File: config.mk
export PLATFORM = sky130hd
export DESIGN_NAME = instruction_fetch
export DESIGN_NICKNAME = d
export VERILOG_FILES = /design/src/rtl/instruction_fetch_pkg.sv /design/src/rtl/instruction_fetch_queue.sv /design/src/rtl/instruction_fetch.sv
export SDC_FILE = /design/constraint.sdc
export NUM_CORES = 1
export LEC_CHECK = 0
export BUFFER_PORTS_ARGS = -buffer_cell sky130_fd_sc_hd__buf_2
export CAP_MARGIN = 10
export CORE_UTILIZATION = 45
export DETAILED_ROUTE_END_ITERATION = 10
export GPL_TIMING_DRIVEN = 0
export PLACE_DENSITY = 0.69
export RECOVER_POWER = 100
export SYNTH_ARGS = -nofsm -noshare
export SYNTH_HDL_FRONTEND = slang
export SYNTH_SLANG_ARGS = --single-unit
File: constraint.sdc
create_clock -name clk -period 5.5 [get_ports clk]
set_input_delay 0.825 -clock clk [delete_from_list [all_inputs] [get_ports clk]]
set_output_delay 0.825 -clock clk [all_outputs]
set_load 0.01 [all_outputs]
File: src/rtl/instruction_fetch_pkg.sv
// Shared constants and types for the RV32E fetch stage.
// Holds the NOP encoding, the default reset PC, FSM encodings and the queue entry layout.
package instruction_fetch_pkg;

  localparam logic [31:0] I_NOP            = 32'h0000_0013;
  localparam logic [31:0] RESET_PC_DEFAULT = 32'h0000_0000;

  localparam logic [0:0] IF_FETCH = 1'b0;
  localparam logic [0:0] IF_HALT  = 1'b1;

  typedef struct packed {
    logic [31:0] pc;
    logic [31:0] instr;
  } fetch_entry_t;

  function automatic logic is_aligned(input logic [31:0] addr);
    return addr[1:0] == 2'b00;
  endfunction

endpackage

File: src/rtl/instruction_fetch_queue.sv
// Two-entry {pc, instr} FIFO; head is a register, so reading it adds no combinational depth.
// Latency: a push is visible at the head on the next cycle. Backpressure: a full queue ignores push unless popped that cycle.
module instruction_fetch_queue
  import instruction_fetch_pkg::*;
(
  input  logic        clk,
  input  logic        rst_n,
  input  logic        push_i,
  input  logic [63:0] push_dat_i,
  input  logic        pop_i,
  input  logic        flush_i,
  output logic [1:0]  count_o,
  output logic [63:0] head_o
);

  fetch_entry_t entry0_q, entry0_d;
  fetch_entry_t entry1_q, entry1_d;
  logic [1:0]   count_q, count_d;
  logic         pop_ok;
  logic         push_ok;

  assign pop_ok  = pop_i && (count_q != 2'd0);
  assign push_ok = push_i && ((count_q != 2'd2) || pop_ok);

  // entry0 is always the head; entry1 only ever holds the second-oldest word
  always_comb begin
    entry0_d = entry0_q;
    entry1_d = entry1_q;
    count_d  = count_q;
    if (flush_i) begin
      count_d = 2'd0;
    end else if (push_ok && !pop_ok) begin
      if (count_q == 2'd0) entry0_d = push_dat_i;
      else                 entry1_d = push_dat_i;
      count_d = count_q + 2'd1;
    end else if (!push_ok && pop_ok) begin
      entry0_d = entry1_q;
      count_d  = count_q - 2'd1;
    end else if (push_ok && pop_ok) begin
      if (count_q == 2'd1) begin
        entry0_d = push_dat_i;
      end else begin
        entry0_d = entry1_q;
        entry1_d = push_dat_i;
      end
    end
  end

  always_ff @(posedge clk or negedge rst_n) begin
    if (!rst_n) begin
      entry0_q <= '{pc: 32'h0, instr: I_NOP};
      entry1_q <= '{pc: 32'h0, instr: I_NOP};
      count_q  <= 2'd0;
    end else begin
      entry0_q <= entry0_d;
      entry1_q <= entry1_d;
      count_q  <= count_d;
    end
  end

  assign count_o = count_q;
  assign head_o  = entry0_q;

endmodule

File: src/rtl/instruction_fetch.sv
// RV32E fetch stage: PC register, ROM addressing, 2-deep instruction queue, redirect and halt handling.
// Latency: ROM word reaches out_* one cycle after its address is driven. Backpressure: out_ready low fills the queue, then the PC stalls.
module instruction_fetch
  import instruction_fetch_pkg::*;
#(
  parameter logic [31:0] RESET_PC = RESET_PC_DEFAULT
) (
  input  logic        clk,
  input  logic        rst_n,
  output logic [31:0] rom_addr,
  input  logic [31:0] rom_data,
  input  logic        redirect_valid,
  input  logic [31:0] redirect_target,
  output logic        out_valid,
  input  logic        out_ready,
  output logic [31:0] out_instr,
  output logic [31:0] out_pc,
  output logic        misaligned_err
);

  logic [0:0]   state_q, state_d;
  logic [31:0]  pc_q, pc_d;
  logic         err_q, err_d;
  logic [1:0]   count;
  logic [63:0]  head_raw;
  fetch_entry_t head;
  fetch_entry_t push_entry;
  logic         fetching;
  logic         redirect_act;
  logic         pop;
  logic         push;

  assign fetching     = (state_q == IF_FETCH);
  assign redirect_act = fetching && redirect_valid;
  assign out_valid    = fetching && (count != 2'd0);
  assign pop          = out_valid && out_ready;
  assign push         = fetching && !redirect_valid && ((count != 2'd2) || pop);
  assign push_entry   = '{pc: pc_q, instr: rom_data};

  // A redirect outranks push/pop; a misaligned target also parks the FSM in HALT
  always_comb begin
    pc_d    = pc_q;
    state_d = state_q;
    err_d   = err_q;
    if (redirect_act) begin
      if (is_aligned(redirect_target)) begin
        pc_d = redirect_target;
      end else begin
        state_d = IF_HALT;
        err_d   = 1'b1;
      end
    end else if (push) begin
      pc_d = pc_q + 32'd4;
    end
  end

  always_ff @(posedge clk or negedge rst_n) begin
    if (!rst_n) begin
      state_q <= IF_FETCH;
      pc_q    <= RESET_PC;
      err_q   <= 1'b0;
    end else begin
      state_q <= state_d;
      pc_q    <= pc_d;
      err_q   <= err_d;
    end
  end

  instruction_fetch_queue u_queue (
    .clk        (clk),
    .rst_n      (rst_n),
    .push_i     (push),
    .push_dat_i (push_entry),
    .pop_i      (pop),
    .flush_i    (redirect_act),
    .count_o    (count),
    .head_o     (head_raw)
  );

  assign head           = head_raw;
  assign rom_addr       = pc_q;
  assign out_instr      = head.instr;
  assign out_pc         = head.pc;
  assign misaligned_err = err_q;

endmodule

# ---- Yosys cells after proc, flatten, opt, wreduce, memory -nomap -nowiden
# Index checks and enable logic that the tools add are counted.
dict set report classes {
  n_mux 16
  eq_ne 7
  reduce_logical 26
  add_sub_neg 3
  n_bitwise 3
}
# cell count
set ops {}
lappend ops {{64-bit two-way mux} 10}
lappend ops {{32-bit two-way mux} 3}
lappend ops {{32-bit by 3-bit adder with 32-bit output, second input constant} 1}
lappend ops {{1-bit logical AND} 10}
lappend ops {{2-bit two-way mux} 3}
lappend ops {{2-bit by 1-bit != test with 1-bit output, second input constant} 3}
lappend ops {{2-bit != test, second input constant} 3}
lappend ops {{2-bit nonzero test} 3}
lappend ops {{3-bit nonzero test} 2}
lappend ops {{5-bit AND reduction} 1}
lappend ops {{2-bit logical NOT} 2}
lappend ops {{2-bit AND reduction} 2}
lappend ops {{1-bit logical NOT} 3}
lappend ops {{1-bit inverter} 3}
lappend ops {{3-bit AND reduction} 1}
lappend ops {{2-bit by 1-bit adder with 2-bit output, second input constant} 1}
lappend ops {{2-bit by 1-bit == test with 1-bit output, second input constant} 1}
lappend ops {{1-bit logical OR} 2}
lappend ops {{2-bit by 1-bit subtractor with 2-bit output, second input constant} 1}
dict set report word_totals {
  elab_cells 62
  out_inout_bits 98
  ff_bits 163
  in_bits 68
}

# ---- Depth between registers and ports, before layout
# Gate-level depths: netlist of the first run.
dict set report depth {
  ltp_word 11
  ltp_mapped 9
  ltp_nobuf 7
}

# ---- Hierarchy
# Synthesis of the first run repeated with hierarchy kept, for this count alone.
dict set report unflattened {
  cells_unflattened 690
  area_unflattened_um2 7911.3
}
# mod cells_each area_each_um2 n_inst
set modules_own_cells {}
lappend modules_own_cells {instruction_fetch_queue 436 5814.3 1}
lappend modules_own_cells {instruction_fetch 254 2097.0 1}

# ---- Worst setup path after synthesis of the first run
# OpenSTA, ideal clock, no wires.
dict set report synth_path {
  path_type {input -> register}
  start {in redirect_valid}
  end {reg u_queue.entry1_q[10] (netlist name)}
  n_path_buf 1
  path_slack_ns 3.206
  arrival_time_ns 2.169
  stages 5
  t_required_ns 5.375
  path_cell_list {nor2_1 o21ai_2 a311oi_4 buf_6 mux2_2}
}
dict set report synth_between {
  elab_chain_len 8
  word_cells_on_any_way 16
}
# element line_no
set synth_rtl {}
lappend synth_rtl {{start: declaration} instruction_fetch.sv:12} ;# input logic redirect_valid,
lappend synth_rtl {{1-bit logical NOT} instruction_fetch.sv:37} ;# assign push = fetching && !redirect_valid && ((count != 2'd2) || pop);
lappend synth_rtl {{1-bit logical AND (2 in series)} instruction_fetch.sv:37}
lappend synth_rtl {{1-bit logical AND} instruction_fetch_queue.sv:23} ;# assign push_ok = push_i && ((count_q != 2'd2) || pop_ok);
lappend synth_rtl {{1-bit logical NOT} instruction_fetch_queue.sv:36} ;# end else if (!push_ok && pop_ok) begin
lappend synth_rtl {{1-bit logical AND} instruction_fetch_queue.sv:36}
lappend synth_rtl {{2-bit by 1-bit != test with 1-bit output (no line)} --}
lappend synth_rtl {{5-bit AND reduction (no line)} --}
lappend synth_rtl {{end signal: assignment} instruction_fetch_queue.sv:52} ;# entry1_q <= '{pc: 32'h0, instr: I_NOP};
lappend synth_rtl {{end signal: assignment} instruction_fetch_queue.sv:56} ;# entry1_q <= entry1_d;
lappend synth_rtl {{end: declaration} instruction_fetch_queue.sv:17} ;# fetch_entry_t entry1_q, entry1_d;
# Parallel ways exist; a longest one is shown, timed or not.
# A chain may end at the register's enable or synchronous reset.

# ---- Worst setup path after layout of the first run
dict set report layout_path {
  start {reg u_queue.count_q[0] (netlist: u_queue.count_o[0])}
  end {reg pc_q[29] (netlist: rom_addr[29])}
}
dict set report layout_between {
  elab_chain_len 7
  word_cells_on_any_way 8
}
# element line_no
set layout_rtl {}
lappend layout_rtl {{start: declaration} instruction_fetch_queue.sv:18} ;# logic [1:0] count_q, count_d;
lappend layout_rtl {{start signal: assignment} instruction_fetch_queue.sv:57} ;# count_q <= count_d;
lappend layout_rtl {{2-bit nonzero test} instruction_fetch.sv:35} ;# assign out_valid = fetching && (count != 2'd0);
lappend layout_rtl {{1-bit logical AND} instruction_fetch.sv:35}
lappend layout_rtl {{1-bit logical AND} instruction_fetch.sv:36} ;# assign pop = out_valid && out_ready;
lappend layout_rtl {{1-bit logical OR *} instruction_fetch.sv:37}
lappend layout_rtl {{1-bit logical AND *} instruction_fetch.sv:37}
lappend layout_rtl {{2-bit nonzero test (no line) *} --}
lappend layout_rtl {{2-bit AND reduction (no line) *} --}
lappend layout_rtl {{end signal: assignment} instruction_fetch.sv:64} ;# pc_q <= pc_d;
lappend layout_rtl {{end: declaration} instruction_fetch.sv:22} ;# logic [31:0] pc_q, pc_d;
# Mark *: on every way between the ends. The rest lies on a longest branch, timed or not.

==> results of run 1 <==
-- layer usage --
layer | track usage [%] | vias to the layer above
met5 | 0 | -
met4 | 5.56 | 0
li1 | - | 2831
met2 | 36.1 | 244
met3 | 6.65 | 19
met1 | 32.4 | 2946
-- worst max-delay path by stage --
| stage | start | endpoint | slack (ns) | depth (start not counted) |
|---|---|---|---|---|
| floorplan | redirect_valid | u_queue.entry1_q[10]$_DFFE_PN0P_ | 3.21 | 5 |
| global placement | rst_n | u_queue.entry1_q[49]$_DFFE_PN0P_ | 1.00 | 1 |
| detailed placement | redirect_valid | u_queue.entry1_q[61]$_DFFE_PN0P_ | 2.62 | 6 |
| CTS | u_queue.count_o[0]$_DFFE_PN0P_ | u_queue.entry1_q[62]$_DFFE_PN0P_ | 2.83 | 7 |
| global route | rst_n | u_queue.entry1_q[48]$_DFFE_PN0P_ | 1.83 | 2 |
| finish | u_queue.count_o[0]$_DFFE_PN0P_ | rom_addr[29]$_DFFE_PN0P_ | 2.23 | 8 |
-- sequential cells by signal, indices dropped and copies added (netlist names) --
name and count:
u_queue.count_o 2, rom_addr 32, u_queue.head_o 64, misaligned_err 1
u_queue.entry1_q 64
-- layout make-up --
class	instances	area, sq um	area share, %
Sequential cell	163	4090	44.8
Inverter	6	22.5	0.247
Multi-Input combinational cell	471	3240	35.5
Clock buffer	24	492	5.39
Clock inverter	8	76.3	0.836
Tap cell	220	275	3.02
Buffer	44	220	2.41
Timing Repair Buffer	166	718	7.87
-- through the flow --
step                      util, %  worst slack [ns]
after detailed placement     52.9              2.62
after floorplan                 -              3.21
after global placement       52.7              1.00
final                        55.0              2.23
after CTS                    56.3              2.83
after global routing         55.0              1.83
-- cell usage after synthesis, drive strengths merged (2+ instances only) --
| master | count |
|---|---|
| dfrtp | 157 |
| and2 | 4 |
| dfstp | 6 |
| and3 | 9 |
| nand4 | 10 |
| a211oi | 4 |
| nand2b | 3 |
| clkbuf | 19 |
| buf | 25 |
| a21oi | 26 |
| nor2b | 3 |
| nand2 | 87 |
| ha | 4 |
| a311oi | 4 |
| o21ai | 77 |
| inv | 6 |
| or3 | 4 |
| o22ai | 11 |
| mux2 | 64 |
| nor3 | 15 |
| a41oi | 4 |
| o2bb2a | 3 |
| a31o | 2 |
| nor2 | 30 |
| o22a | 9 |
| o21a | 2 |
| a31oi | 10 |
| nand3 | 9 |
| mux2i | 67 |
-- power breakdown --
group          switching (uW)  internal (uW)
logic                    67.8           45.8
clock network             475            670
registers                30.0           1220
-- logic make-up after synthesis --
family,Yosys count
AOI/OAI and AO/OA,158
xor gates and xnor gates,1
adders and majority gates,4
buffers and inverters,50
DFF,163
muxes,131
and+or+nand+nor,177
-- critical path, stage by stage (launching register included) --
cell,delay [ns]
dfrtp_1,0.38
inv_1,0.08
ha_1,0.29
or2b_1,0.29
a21boi_0,1.01
nor2_1,0.36
clkbuf_1,0.34
o21ai_0,0.26
o211ai_1,0.12
==> reports/metrics.yaml, run 1 <==
fin_crit_ns: 3.27
placed_cells: 1070
worst_r2r_path_depth: 8
timing.max_cap.violations: 1
routed.top_layer: "met4"
ys_ff_latch: 163
fin_cells: 1102
rsz0062_at_grt: "no"
fraction_of_the_mapped_netlist_area_in_adder_cells_pct: 0.656
syn_nets: 756
total_power_uw: 2510
filler_cell_count: 1563
max-clock-path-buffers: 2
dp_hpwl_microns: 13600
placed_area_sq_um: 8770
setup_violations: 0
die_y_microns: 132
cp_data_arrival_time_ns: 3.56
post_synth_instance_area_sq_um: 7630
synth_compound_gate_area_share_pct: 12.6
synth_area_leader_cell: "dfrtp_1"
die_width_microns: 132
clkLatencyLatePin_ns: 0.43
post-cts-setup-buffers: 0
critical_path.endpoint_type: "flip-flop"
async_flop_share_pct: 100
number_of_buffers_inserted_for_hold_repair_after_clock_tree_synthesis: 0
synth_seq_area_share_pct: 53.5
final_min_period_over_clock_period_pct: 59.4
kind_of_launch_point_of_the_worst_setup_path: "flip-flop"
drc: 0
post_synth.cell_area_avg_sq_um: 11.2
outcome: "complete, but fails checks"
synth_warnings: 0
drive_gt1_share_pct: 21.4
holdWs_ns: 0.329
clkSlewWorstSetupHoldPaths_ns: 0.07
cts_tree: "done"
synthDominantCellAreaShare_pct: 51.5
clock_sink_count: 163
synthFlopType: "dfrtp_1"
wire_length_of_the_first_global_routing_pass_microns: 31700
finalMaxSlewViolations: 99
mostFrequentLayoutCells: "157 x dfrtp_1, 132 x clkbuf_1, 87 x nand2_1"
failed_checks: "max-capacitance violations, max-slew violations"
critical_path_class: "flip-flop to flip-flop"
route.layer.met1.wl_microns: 9000
grt_antenna_before_repair: 0
globalplace.congestion: 0.846
cts_resized: 0
detailedRoute.firstPassIterationCount: 5
met3WireLength_microns: 1560
slew_headroom_pct: -63.5
num_vias: 6040
layout.cells.most_common: "dfrtp_1"
clock_tree.root_cell: "clkbuf_16"
reg2reg_slack_ns: 2.23
wire_per_inst_microns: 17.9
cts-htree-levels: 4
portion_of_netlist_area_occupied_by_mux_cells_pct: 18.2
num-nets-final: 941
synthTopCellsByArea: "dfrtp_1 51%, mux2_2 9.4%, mux2i_1 8.8%, o21ai_0 5.0%, nand2_1 4.3%"
vias_per_cell: 5.48
layout-area-overhead-vs-synth_pct: 19.6
synth-simple-area-share_pct: 11.0
yosysUniqueCellTypes: 50
min_path_type: "input pin to asynchronous set/reset pin"
vias_in_the_first_global_route: 5797
initial_core_util_pct: 46.0
totalNegativeSetupSlack_ns: 0
postRouteWirelength_microns: 19800
power_per_standard_cell_area_nw_per_um2: 275
crit_fanout: 10
worst_slew_pin_slew_ns: 2.45
core-area_sq_um: 16600
io_pins: 166
final_hold_violations: 0
drtIter0Drc: 418
synth_top_family_by_area: "multiplexers"
synth-edff-count: 0
die_area_sq_um: 17500
netlist_instances: 684
core.rowCount: 47
grt_usage_pct: 23.3
critical_path.reg2reg.endpoint: "rom_addr[29]$_DFFE_PN0P_"
power.static_leakage_uw: 0.00389
vdd_drop_max_mv: 0.203
critical_path_required_ns: 5.79
detail-route-antenna-nets: 0
max_freq_ghz: 0.306
grt_max_degree: 99
met2_length_microns: 9020
worst_clock_skew_ns: 0.0117
antenna-diode-count: 0
synth_xor_xnor_area_share_pct: 0.115
grt.overflow.total: 0
crit-reg2reg-launch: "u_queue.count_o[0]$_DFFE_PN0P_"
cts_inserted_buffers: 17
port_buffers: 165
postLayoutCellArea_sq_um: 9130
Note: power is estimated with default switching activity, not from simulation.
==> inputs of run 2 (changes only) <==
--- a/config.mk
+++ b/config.mk
@@ -10,7 +10,7 @@
 export CORE_UTILIZATION = 45
 export DETAILED_ROUTE_END_ITERATION = 10
 export GPL_TIMING_DRIVEN = 0
-export PLACE_DENSITY = 0.69
+export PLACE_DENSITY = 0.72
 export RECOVER_POWER = 100
 export SYNTH_ARGS = -nofsm -noshare
 export SYNTH_HDL_FRONTEND = slang
==> constraint.sdc (replaced) <==
create_clock -name clk -period 2.7 [get_ports clk]
set_input_delay 0.405 -clock clk [delete_from_list [all_inputs] [get_ports clk]]
set_output_delay 0.405 -clock clk [all_outputs]
set_load 0.01 [all_outputs]
==> run 2 against run 1 <==
Net effect: the flow now finishes without violations; highest routed layer unchanged; critical endpoint is now u_queue.entry1_q[31]$_DFFE_PN0P_; routed wire length decreased by 1.8%; via count up 0.60%; clock skew down 0.0046 ns; cell count unchanged; fmax up 32%; final area up 2.2%.
==> reports/metrics.yaml, run 2 (synthesized netlist as in run 1, its figures left out) <==
outcome: "complete, no violations"
grt_max_degree: 123  # +24%
critical_path.reg2reg.endpoint: "u_queue.entry1_q[31]$_DFFE_PN0P_"
initial_core_util_pct: 46.0  # unchanged
antenna-diode-count: 0  # unchanged
die_y_microns: 132  # unchanged
drtIter0Drc: 348  # -17%
clkLatencyLatePin_ns: 0.42  # about the same
fin_cells: 1102  # unchanged
io_pins: 166  # unchanged
fin_util_pct: 56.2  # +1.2 points
dp_hpwl_microns: 13500  # -0.47%
layout-area-overhead-vs-synth_pct: 22.1
clkSlewWorstSetupHoldPaths_ns: 0.06  # about the same
worst_slew_pin_slew_ns: 1.09  # -1.37 ns
clock_sink_count: 163  # unchanged
hold_path.startpoint: "redirect_target[29]"
num-nets-final: 942  # +0.11%
worstHoldEndpoint: "rom_addr[29]$_DFFE_PN0P_"
critical_path_class: "flip-flop to flip-flop"
core.rowCount: 47  # unchanged
worst_clock_skew_ns: 0.00707  # -0.00462 ns
worstHoldPathCells: 3
slack_of_the_critical_path_ns: 0.217  # -2.01 ns
vias_per_cell: 5.51  # +0.60%
max_freq_ghz: 0.403  # +32%
layout.cells.most_common: "dfrtp_1"
wire_per_inst_microns: 17.6  # -1.8%
crit_fanout: 10  # unchanged
core-area_sq_um: 16600  # unchanged
die_area_sq_um: 17500  # unchanged
final_hold_violations: 0  # unchanged
timing.max_cap.violations: 0  # -1
fin_crit_ns: 2.48  # -0.787 ns
finalMaxSlewViolations: 0  # -100%
wire_length_of_the_first_global_routing_pass_microns: 31700  # about the same
reg2reg_slack_ns: 0.22  # -2.01 ns
post-cts-setup-buffers: 0  # unchanged
final_min_period_over_clock_period_pct: 92.0  # +33 points
cts_tree: "done"
drive_gt1_share_pct: 23.4  # +1.9 points
rsz0062_at_grt: "no"
grt_antenna_before_repair: 0  # unchanged
grt_usage_pct: 23.3  # about the same
mostFrequentLayoutCells: "157 x dfrtp_1, 118 x clkbuf_1, 87 x nand2_1"
placed_cells: 1070  # unchanged
globalplace.congestion: 0.891  # +5.4%
postRouteWirelength_microns: 19400  # -1.8%
crit-reg2reg-launch: "u_queue.count_o[0]$_DFFE_PN0P_"
total_power_uw: 5540  # +120%
kind_of_launch_point_of_the_worst_setup_path: "flip-flop"
vdd_drop_max_mv: 0.462  # +130%
worst_r2r_path_depth: 7  # -1
placement.setup.worst_slack_ns: 0.111  # -2.51 ns
detail-route-antenna-nets: 0  # unchanged
cts-htree-levels: 4  # unchanged
die_width_microns: 132  # unchanged
detailedRoute.firstPassIterationCount: 7  # +2
power.static_leakage_uw: 0.00401  # +3.1%
max-clock-path-buffers: 2  # unchanged
vias_in_the_first_global_route: 5912  # +2.0%
clock_tree.root_cell: "clkbuf_16"
cp_data_arrival_time_ns: 2.79  # -0.77 ns
setup_violations: 0  # unchanged
slew_headroom_pct: 27.5  # +91 points
critical_path.endpoint_type: "flip-flop"
cts_inserted_buffers: 17  # unchanged
min_path_type: "input pin to flip-flop"
critical_path_required_ns: 3.01  # -2.78 ns
grt.overflow.total: 0  # unchanged
power_per_standard_cell_area_nw_per_um2: 594  # +120%
drc: 0  # unchanged
num_vias: 6076  # +0.60%
port_buffers: 165  # unchanged
run 2: changes by cell type in the layout (fill, tap and decap cells not counted), sizes merged:
cell         before  now
clkbuf          154  145
buf              80   86
bufinv            1    6
clkinvlp          3    1
clkinv            4    3
dlygate4sd3       0    1
run 2: layout make-up:
class	count	area (sq um)
timing repair buffer	167	741
sequential	163	4090
buffer	44	274
tap	220	275
clock buffer	21	470
inverter	6	22.5
multi-input combinational	471	3250
fill	1509	7260
clock inverter	10	203
run 2: metrics by stage:
step                hold WS [ns]  TNS [ns]  cell area [sq um]
global route               0.218         0               9330
finish                     0.203         0               9330
detailed placement         0.315         0               8770
floorplan                  0.109         0               7630
global placement           0.455   -205.34               8740
CTS                        0.186         0               9460
run 2: worst max path at each step:
stage                                    from                          endpoint  slack [ns]  cells past startpoint
2_1_floorplan  u_queue.count_o[0]$_DFFE_PN0P_  u_queue.entry1_q[10]$_DFFE_PN0P_        0.55                      7
4_1_cts        u_queue.count_o[0]$_DFFE_PN0P_  u_queue.entry1_q[31]$_DFFE_PN0P_         0.1                      7
3_3_place_gp                            rst_n    u_queue.head_o[46]$_DFFE_PN0P_       -1.31                      1
5_1_grt        u_queue.count_o[0]$_DFFE_PN0P_   u_queue.entry1_q[7]$_DFFE_PN0P_        0.04                      7
3_5_place_dp   u_queue.count_o[0]$_DFFE_PN0P_  u_queue.entry1_q[31]$_DFFE_PN0P_        0.11                      7
6_report       u_queue.count_o[0]$_DFFE_PN0P_  u_queue.entry1_q[31]$_DFFE_PN0P_        0.22                      7
run 2: where the power goes:
group / total (uW) / switching [uW] / internal, uW
Clock: 2760 / 962 / 1800
Combinational: 235 / 138 / 96.8
Sequential: 2550 / 59.3 / 2490
run 2: worst max-delay path, cell delays in order, from the launching register on:
cell	delay, ns
dfrtp_1	0.38
inv_1	0.07
ha_1	0.30
nor2b_4	0.17
o21ai_2	0.12
a311oi_4	0.72
buf_6	0.26
mux2_2	0.35
run 2: metal layers:
layer / part of all wire (%) / track usage [%]
met4: 0.83 / 6.07
met5: 0 / 0
met1: 45 / 32.1
met2: 47 / 36.9
met3: 7.3 / 5.54
run 2: what timing repair did:
action | CTS | global route
endpoints found under the hold margin | 35 | 0
endpoints found under the setup margin | 0 | 25
hold buffers | 1 | 0
gates resized for setup | 0 | 4
